--- config.mk ---
export PLATFORM = sky130hd
export DESIGN_NAME = fabric_tag_arbiter
export DESIGN_NICKNAME = d
export VERILOG_FILES = /design/src/rtl/fabric_pkg.sv /design/src/rtl/fabric_rr_arbiter.sv /design/src/rtl/fabric_tag_arbiter.sv
export SDC_FILE = /design/constraint.sdc
export NUM_CORES = 1
export LEC_CHECK = 0
export ABC_AREA = 1
export ABC_CLOCK_PERIOD_IN_PS = 3600
export CAP_MARGIN = 0
export CORE_MARGIN = 4
export CORE_UTILIZATION = 65
export CTS_CLUSTER_SIZE = 24
export DETAILED_ROUTE_END_ITERATION = 8
export DONT_BUFFER_PORTS = 1
export PLACE_DENSITY = 0.81
export SLEW_MARGIN = 25
export SYNTH_ARGS = -nofsm -noshare
export SYNTH_HDL_FRONTEND = slang
export SYNTH_SLANG_ARGS = --single-unit
--- constraint.sdc ---
create_clock -name clk -period 3.6 [get_ports clk]
set_input_delay 0.18 -clock clk [delete_from_list [all_inputs] [get_ports clk]]
set_output_delay 0.18 -clock clk [all_outputs]
set_load 0.02 [all_outputs]
--- src/rtl/fabric_pkg.sv ---
// fabric_pkg: shared index helpers, parameter error codes and round-robin pick function
package fabric_pkg;
  localparam int MAX_IN = 64;
  localparam int IDX_W  = 6;
  localparam string COMP_TAG_ARB_NUM_IN     = "COMP_TAG_ARB_NUM_IN: NUM_IN must be in 2..64";
  localparam string COMP_TAG_ARB_DATA_WIDTH = "COMP_TAG_ARB_DATA_WIDTH: DATA_WIDTH must be >= 1";
  localparam string COMP_TAG_ARB_TAG_WIDTH  = "COMP_TAG_ARB_TAG_WIDTH: TAG_WIDTH must be >= 1 and >= clog2(NUM_IN)";
  localparam string COMP_TAG_ARB_BURST_LEN  = "COMP_TAG_ARB_BURST_LEN: BURST_LEN must be >= 1";
  typedef struct packed {
    logic             found;
    logic [IDX_W-1:0] idx;
  } pick_t;
  function automatic int idx_w(input int n);
    return (n > 1) ? $clog2(n) : 1;
  endfunction
  // first set bit of valid searching ptr, ptr+1, ... modulo n
  function automatic pick_t rr_pick(input logic [MAX_IN-1:0] valid, input int n, input int ptr);
    pick_t p;
    int i;
    p = '0;
    for (int k = 0; k < MAX_IN; k++) begin
      i = (ptr + k) % n;
      if (k < n && !p.found && valid[i]) begin
        p.found = 1'b1;
        p.idx   = IDX_W'(i);
      end
    end
    return p;
  endfunction
endpackage

--- src/rtl/fabric_rr_arbiter.sv ---
// fabric_rr_arbiter: combinational round-robin priority rotation starting at ptr
module fabric_rr_arbiter import fabric_pkg::*; #(
  parameter int N = 4,
  localparam int W = idx_w(N)
) (
  input  logic [N-1:0] valid,
  input  logic [W-1:0] ptr,
  output logic         found,
  output logic [W-1:0] idx
);
  logic [MAX_IN-1:0] v;
  pick_t p;
  always_comb begin
    v = '0;
    v[N-1:0] = valid;
    p = rr_pick(v, N, int'(ptr));
  end
  assign found = p.found;
  assign idx   = W'(p.idx);
endmodule

--- src/rtl/fabric_tag_arbiter.sv ---
// fabric_tag_arbiter: N-to-1 round-robin arbiter with burst allowance that tags each beat
module fabric_tag_arbiter import fabric_pkg::*; #(
  parameter int NUM_IN     = 4,
  parameter int DATA_WIDTH = 32,
  parameter int TAG_WIDTH  = 4,
  parameter int BURST_LEN  = 4,
  localparam int CONFIG_WIDTH = NUM_IN * TAG_WIDTH
) (
  input  logic                            clk,
  input  logic                            rst,
  input  logic [NUM_IN-1:0]               in_valid,
  output logic [NUM_IN-1:0]               in_ready,
  input  logic [NUM_IN*DATA_WIDTH-1:0]    in_data,
  output logic                            out_valid,
  input  logic                            out_ready,
  output logic [TAG_WIDTH+DATA_WIDTH-1:0] out_data,
  input  logic [CONFIG_WIDTH-1:0]         cfg_data,
  output logic                            cfg_err
);
  localparam int IW = idx_w(NUM_IN);
  localparam int CW = idx_w(BURST_LEN);
  localparam logic [CW-1:0] BMAX = CW'(BURST_LEN - 1);
  localparam logic [IW-1:0] LAST = IW'(NUM_IN - 1);

  if (NUM_IN < 2 || NUM_IN > MAX_IN) begin : g_bad_num_in
    $fatal(1, "%s", COMP_TAG_ARB_NUM_IN);
  end
  if (DATA_WIDTH < 1) begin : g_bad_data_width
    $fatal(1, "%s", COMP_TAG_ARB_DATA_WIDTH);
  end
  if (TAG_WIDTH < 1 || TAG_WIDTH < $clog2(NUM_IN)) begin : g_bad_tag_width
    $fatal(1, "%s", COMP_TAG_ARB_TAG_WIDTH);
  end
  if (BURST_LEN < 1) begin : g_bad_burst_len
    $fatal(1, "%s", COMP_TAG_ARB_BURST_LEN);
  end

  logic [IW-1:0] rr_ptr, owner, arb_idx, grant;
  logic [CW-1:0] burst_cnt;
  logic          arb_found, hold, can_load, load, dup;

  fabric_rr_arbiter #(.N(NUM_IN)) u_rr (
    .valid(in_valid),
    .ptr  (rr_ptr),
    .found(arb_found),
    .idx  (arb_idx)
  );

  // owner keeps the grant while it stays valid and has burst allowance left
  assign hold     = in_valid[owner] && burst_cnt < BMAX;
  assign grant    = hold ? owner : arb_idx;
  assign can_load = !out_valid || out_ready;
  assign in_ready = ((hold || arb_found) && can_load && !rst) ? NUM_IN'(1) << grant : '0;
  assign load     = |(in_valid & in_ready);

  always_comb begin
    dup = 1'b0;
    for (int i = 0; i < NUM_IN; i++)
      for (int j = i + 1; j < NUM_IN; j++)
        dup = dup | (cfg_data[i*TAG_WIDTH +: TAG_WIDTH] == cfg_data[j*TAG_WIDTH +: TAG_WIDTH]);
  end

  always_ff @(posedge clk) begin
    if (rst) begin
      out_valid <= 1'b0;
      out_data  <= '0;
      cfg_err   <= 1'b0;
      rr_ptr    <= '0;
      owner     <= '0;
      burst_cnt <= '0;
    end else begin
      cfg_err <= dup;
      if (load) begin
        out_valid <= 1'b1;
        out_data  <= {cfg_data[grant*TAG_WIDTH +: TAG_WIDTH], in_data[grant*DATA_WIDTH +: DATA_WIDTH]};
        owner     <= grant;
        burst_cnt <= hold ? burst_cnt + 1'b1 : '0;
        rr_ptr    <= (grant == LAST) ? '0 : grant + 1'b1;
      end else if (out_ready) begin
        out_valid <= 1'b0;
      end
    end
  end
endmodule

-- Yosys cells after proc, flatten, opt, wreduce, memory -nomap -nowiden
Index checks and enable logic that the tools add are counted.
- bits in registers: 44
- latch bits: 0
- bits in writable memories: 0
- ROM bits: 0
- input bits: 151
- word-level logic and storage cells: 77
- memories kept: 0
- $add $sub $neg: 5
- multiply operators: 0
- div/mod/pow operators: 0
- magnitude comparators: 6
- eq/ne operators: 7
- shifts and indexed selects: 3
- mux-type cells: 23
- bitwise logic cells: 9
- reductions and logical operators: 18
- operators by type and width (cell ; count):
    indexed part select 128 x 8 -> 32 bit ; 1
    two-way mux 7 bit ; 4
    equality test 4 bit ; 6
    < comparator 3 x 8 -> 1 bit, second input constant ; 3
    indexed part select 16 x 5 -> 4 bit ; 1
    two-way mux 1 bit ; 10
    binary-select mux 1 bit (select 3 bit) ; 3
    < comparator 2 x 7 -> 1 bit, second input constant ; 1
    adder 2 x 1 -> 2 bit, second input constant ; 3
    logical AND 1 bit ; 6
    two-way mux 2 bit ; 3
    OR reduction 2 bit ; 3
    zero test 1 bit ; 5
    bitwise OR 1 bit ; 5
    adder 2 bit, second input constant ; 2
    AND 4 bit ; 1
    binary-select mux 1 bit (select 2 bit) ; 2
    two-way mux 4 bit ; 1
    OR reduction 4 bit ; 1
    << shifter 1 x 2 -> 4 bit, first input constant ; 1
    AND 1 bit, first input constant ; 3
    < comparator 2 x 3 -> 1 bit, second input constant ; 1
    equality test 2 bit, second input constant ; 1
    logical OR 1 bit ; 2
    2 further kinds ; 2

-- Longest topological paths before layout
- depth after elaboration: 21
- mapped depth: 21
- mapped depth without buffers: 19

-- Hierarchy
A second synthesis with hierarchy kept.
- cell total of the unflattened synthesis: 597
- area total of the unflattened synthesis: 3518.4 um2
- by module, submodules not included (module ; times used ; cells each ; area an instance (um2)):
    fabric_tag_arbiter ; 1 ; 538 ; 3199.3
    fabric_rr_arbiter ; 1 ; 59 ; 319.1

-- Least setup slack after synthesis
No wires, ideal clock.
- path type: flip-flop to flip-flop
- from: register rr_ptr[0]
- to: register out_data[0]
- arrival time: 2681 ps
- required time: 3536 ps
- path slack: 855 ps
- stages on the path, launching flop included: 21
- buffers on the path: 5
- clock period less this slack: 2745 ps
- cells stage by stage: dfxtp_1 -> buf_4 -> nand2_2 -> nand3_2 -> nand2_2 -> nor2_4 -> nand3_1 -> nand2_1 -> o21bai_4 -> inv_2 -> buf_2 -> buf_4 -> ha_1 -> inv_1 -> nor2_1 -> nand2_1 -> buf_2 -> buf_2 -> nand4_1 -> nand2_1 -> nor2_1
- word-level cells in the longest chain between the ends: 20
- elaborated cells on any way between the ends: 39
- ends and longest elaborated chain (what ; line ; source):
    start, declared ; fabric_tag_arbiter.sv:38 ; logic [IW-1:0] rr_ptr, owner, arb_idx, grant;
    start signal, assigned ; fabric_tag_arbiter.sv:78 ; rr_ptr <= (grant == LAST) ? '0 : grant + 1'b1;
    adder 2 x 1 -> 2 bit ; fabric_pkg.sv:22 ; i = (ptr + k) % n;
    OR reduction 2 bit (no line) ; - ;
    AND 1 bit (no line) ; - ;
    binary-select mux 1 bit (select 3 bit) ; fabric_pkg.sv:23 ; if (k < n && !p.found && valid[i]) begin
    two-way mux 1 bit (implied by the code) (2 in series) ; fabric_pkg.sv:23 ;
    logical AND 1 bit ; fabric_pkg.sv:23 ;
    two-way mux 7 bit ; fabric_pkg.sv:23 ;
    zero test 1 bit ; fabric_pkg.sv:23 ;
    [... 3 more ...] ; - ;
    logical AND 1 bit ; fabric_pkg.sv:23 ;
    two-way mux 7 bit * ; fabric_pkg.sv:23 ;
    logical OR 1 bit ; fabric_tag_arbiter.sv:53 ; assign in_ready = ((hold || arb_found) && can_load && !rst) ? NUM_IN'(1) << grant : '0;
    logical AND 1 bit (2 in series) ; fabric_tag_arbiter.sv:53 ;
    two-way mux 4 bit * ; fabric_tag_arbiter.sv:53 ;
    net in_ready[2] ; fabric_tag_arbiter.sv:12 ; output logic [NUM_IN-1:0] in_ready,
    AND 4 bit * ; fabric_tag_arbiter.sv:54 ; assign load = |(in_valid & in_ready);
    OR reduction 4 bit * ; fabric_tag_arbiter.sv:54 ;
    end signal, assigned ; fabric_tag_arbiter.sv:75 ; out_data <= {cfg_data[grant*TAG_WIDTH +: TAG_WIDTH], in_data[grant*DATA_WIDTH +: DATA_WIDTH]};
    end, declared ; fabric_tag_arbiter.sv:16 ; output logic [TAG_WIDTH+DATA_WIDTH-1:0] out_data,
Mark *: on every way through the listed nets, which the timed path passes. The rest lies on a longest branch. The select of a mux whose other input is x is not followed.
A chain may end at the register's enable or synchronous reset.

-- Final worst setup path
- from: register rr_ptr[0]
- to: output port in_ready[3]
- word-level cells in the longest chain between the ends: 18
- elaborated cells on any way between the ends: 36
- ends and longest elaborated chain (what ; line):
    adder 2 x 1 -> 2 bit ; fabric_pkg.sv:22
    OR reduction 2 bit (no line) ; -
    AND 1 bit (no line) ; -
    binary-select mux 1 bit (select 3 bit) ; fabric_pkg.sv:23
    two-way mux 1 bit (implied by the code) (2 in series) ; fabric_pkg.sv:23
    logical AND 1 bit ; fabric_pkg.sv:23
    two-way mux 7 bit ; fabric_pkg.sv:23
    zero test 1 bit ; fabric_pkg.sv:23
    logical AND 1 bit ; fabric_pkg.sv:23
    two-way mux 7 bit ; fabric_pkg.sv:23
    zero test 1 bit ; fabric_pkg.sv:23
    logical AND 1 bit ; fabric_pkg.sv:23
    two-way mux 7 bit * ; fabric_pkg.sv:23
    logical OR 1 bit ; fabric_tag_arbiter.sv:53
    logical AND 1 bit (2 in series) ; fabric_tag_arbiter.sv:53
    two-way mux 4 bit * ; fabric_tag_arbiter.sv:53
    end, declared ; fabric_tag_arbiter.sv:12
Every way passes the cells marked *; elsewhere a longest branch is shown, timed or not. The select of a mux whose other input is x is not followed.

==> impl_metrics.ini <==
[synth]
synth_fa_ha_area_share_pct = 0.6392
synth_cells = 678
synthMuxAreaShare_pct = 0
synth_warnings = 0
synth_cell_types = 31
synth_compound_area_share_pct = 2.844
ys_ff_latch = 44
synth_top_family_by_area = simple AND/OR/NAND/NOR gates
synth_nets = 831
yosysSeqAreaShare_pct = 22.50
synth_xor_area_share_pct = 5.369
synthesis.area_um2 = 3915
syn_area_per_cell_um2 = 5.774
synth_simple_gate_area_share_pct = 53.34

[sta]
clock_skew_ns = 0.008875
rsz0062_at_grt = false
slew_viol_final = 0
finalCriticalPeriod_ns = 3.249
relSlewSlack_pct = 31.94
timing.fmax_mhz = 307.8
hold_viol = 0
tightest_slew_ns = 1.015
fin_tns_setup_ns = 0
finalCritPeriodShare_pct = 90.25
setup_viol_count_final = 0

[worst_setup_path]
r2r_setup_slack_ns = 0.36
cp-end-kind = output pin
crit_type = flip-flop to output pin
cp.required_ns = 3.42
arrival_ns = 3.07
critPathMaxFanout = 39
worst_setup_path_start_kind = flip-flop

[global_route]
grt_pass1_vias = 3865
grt_max_degree = 42
grt_pass1_wl_um = 17880
antenna_found_initial = 0
track_usage_pct = 29.46
grt-ovfl-total = 0

[place]
placed_cells = 721
io_buffers = 0
placed_cell_area_um2 = 3849
hpwl_um = 8192
place.gp.congestion = 0.9198

[clock_network]
cts-buffers-inserted = 5
cts_root_buf = clkbuf_8
cts_buffer_depth = 2
cts.htree.levels = 2
clock_latency_ns = 0.30
clkTransAtPathRegs_ns = 0.09
cts_tree = done
post_cts_buffers = 0
clock-sinks = 44

[routing]
wl_um = 11260
drt_iter0_markers = 231
num_vias = 4247
ant_nets = 0
viasPerCell = 5.818
post-route-drc-count = 0
wl_per_cell_um = 15.43
first_pass_iters = 4

[finish]
areaGrowthSynthToFinish_pct = 1.694
nNetsFinal = 807
layout.cells.non_filler = 730
diodes = 0
fin_area_um2 = 3981
drive_above_1_share_pct = 5.649
fin_util_pct = 67.64

[floorplanning]
start_util_pct = 66.52
coreArea_um2 = 5886
die-height_um = 85.61
io_pins = 193
fp.dieW_um = 85.61
rows = 28
dieArea_um2 = 7329

[pwr]
ir_worst_vdd_mv = 0.6891
p_per_area_nw_per_um2 = 1084
p_leak_nw = 2.021

[worst_hold_path]
min_path_type = input pin to flip-flop

[run]
cap_violations = 0

[status]
status = complete, no violations
where the power goes:
group | switching (mW) | total (mW) | internal [mW]
sequential | 0.319 | 0.987 | 0.668
combinational | 1.95 | 2.92 | 0.972
clock | 0.181 | 0.409 | 0.227
per-stage QoR:
stage / hold WS [ns] / power [mW] / setup WS (ns)
2_1_floorplan: 0.4004 / 3.414 / 0.8554
3_3_place_gp: 0.2535 / 3.806 / 0.5472
3_5_place_dp: 0.2567 / 3.910 / 0.3680
4_1_cts: 0.02882 / 4.317 / 0.3717
5_1_grt: 0.05933 / 4.767 / 0.006533
6_report: 0.03698 / 4.316 / 0.3509
worst max-delay path, stage by stage, from the launching register on:
cell and delay (ns):
dfxtp_1 0.57, inv_2 0.15, nand2_1 0.11, nand2_2 0.07, nand2_1 0.08, nand2_1 0.09
nor2_4 0.12, nand3_1 0.09, nand2_1 0.09, nand3_2 0.10, nand2_4 0.31, buf_4 0.28
nand2_2 0.08, buf_4 0.27, nor2_1 0.18, buf_4 0.16
final timing paths:
path             endpoint  depth (start not counted)         start
max reg2reg  out_data[28]                         18     rr_ptr[0]
max           in_ready[3]                         15     rr_ptr[0]
min              owner[1]                          3           rst
min reg2reg  burst_cnt[0]                          2  burst_cnt[0]
cell type report:
class	instances	area [um^2]
multi-input combinational	496	2435
timing repair buffer	12	92.59
fill	575	1904
clock inverter	2	38.79
inverter	95	357.8
clock buffer	6	82.58
tap	75	93.84
sequential	44	880.8
logic make-up (layout without fill, tap and decap cells):
family	Yosys count	in the layout
xor gates and xnor gates	24	24
AOI/OAI and AO/OA	18	18
buffers and inverters	138	115
adders and majority gates	2	2
DFF	44	44
and+or+nand+nor	452	452
cells in the final DEF (no fill, tap or decap), types with 2 or more instances in the layout:
cell and instances:
nand3_2 3, a21oi_1 8, o21ai_0 6, inv_2 4, xnor2_1 19, nand2_1 203, inv_1 89, nor2_1 79
nand3_1 82, clkbuf_8 6, nand4_1 42, xor2_1 5, dfxtp_1 44, buf_4 11, nand3b_1 33, ha_1 2
nand2_2 4
synthesized netlist by cell type:
master    number  area [um^2]
a31oi_1        1        6.260
inv_2          5        18.77
nand3b_1      33        247.7
nor2_2         1        6.260
buf_4          8        60.06
nor2_1        79        296.5
o21bai_4       1        18.77
nand4_2        1        12.51
nand2_2        4        25.02
or2_2          1        6.260
clkbuf_1      13        48.80
xor2_1         5        43.79
nand4_1       42        262.8
xnor2_1       19        166.4
buf_6          4        45.04
o21ai_0        6        30.03
a21oi_1        8        40.04
and2_1         1        6.260
nor2_4         1        11.26
nand3_2        3        30.03
inv_1         89        334.1
ha_1           2        25.02
o41ai_1        1        8.760
nand2_1      203        762.0
nand3_1       82        410.4
clkinv_1       1        3.750
buf_2         17        85.08
dfxtp_1       44        880.8
nand2_4        1        11.26
o211ai_1       1        7.510
buf_1          1        3.750
repair_timing:
item                                   4_1_cts  5_1_grt
resized for setup                            0        1
hold buffers                                 1        0
endpoints found under the hold margin        6        0
setup endpoints to repair                    0        1
registers in the layout, summed over array words and instances, names as in the netlist:
signal     cells
rr_ptr         2
out_data      36
owner          2
cfg_err        1
out_valid      1
burst_cnt      2
per-layer routing:
metal | track usage (%) | vias up | share of wire, %
li1 | - | 2089 | -
met1 | 35.04 | 1950 | 40
met2 | 52.75 | 187 | 50
met3 | 7.301 | 21 | 8.9
met4 | 7.626 | 0 | 1.7
met5 | 0 | - | 0
Power figures use the tool's default switching activity.
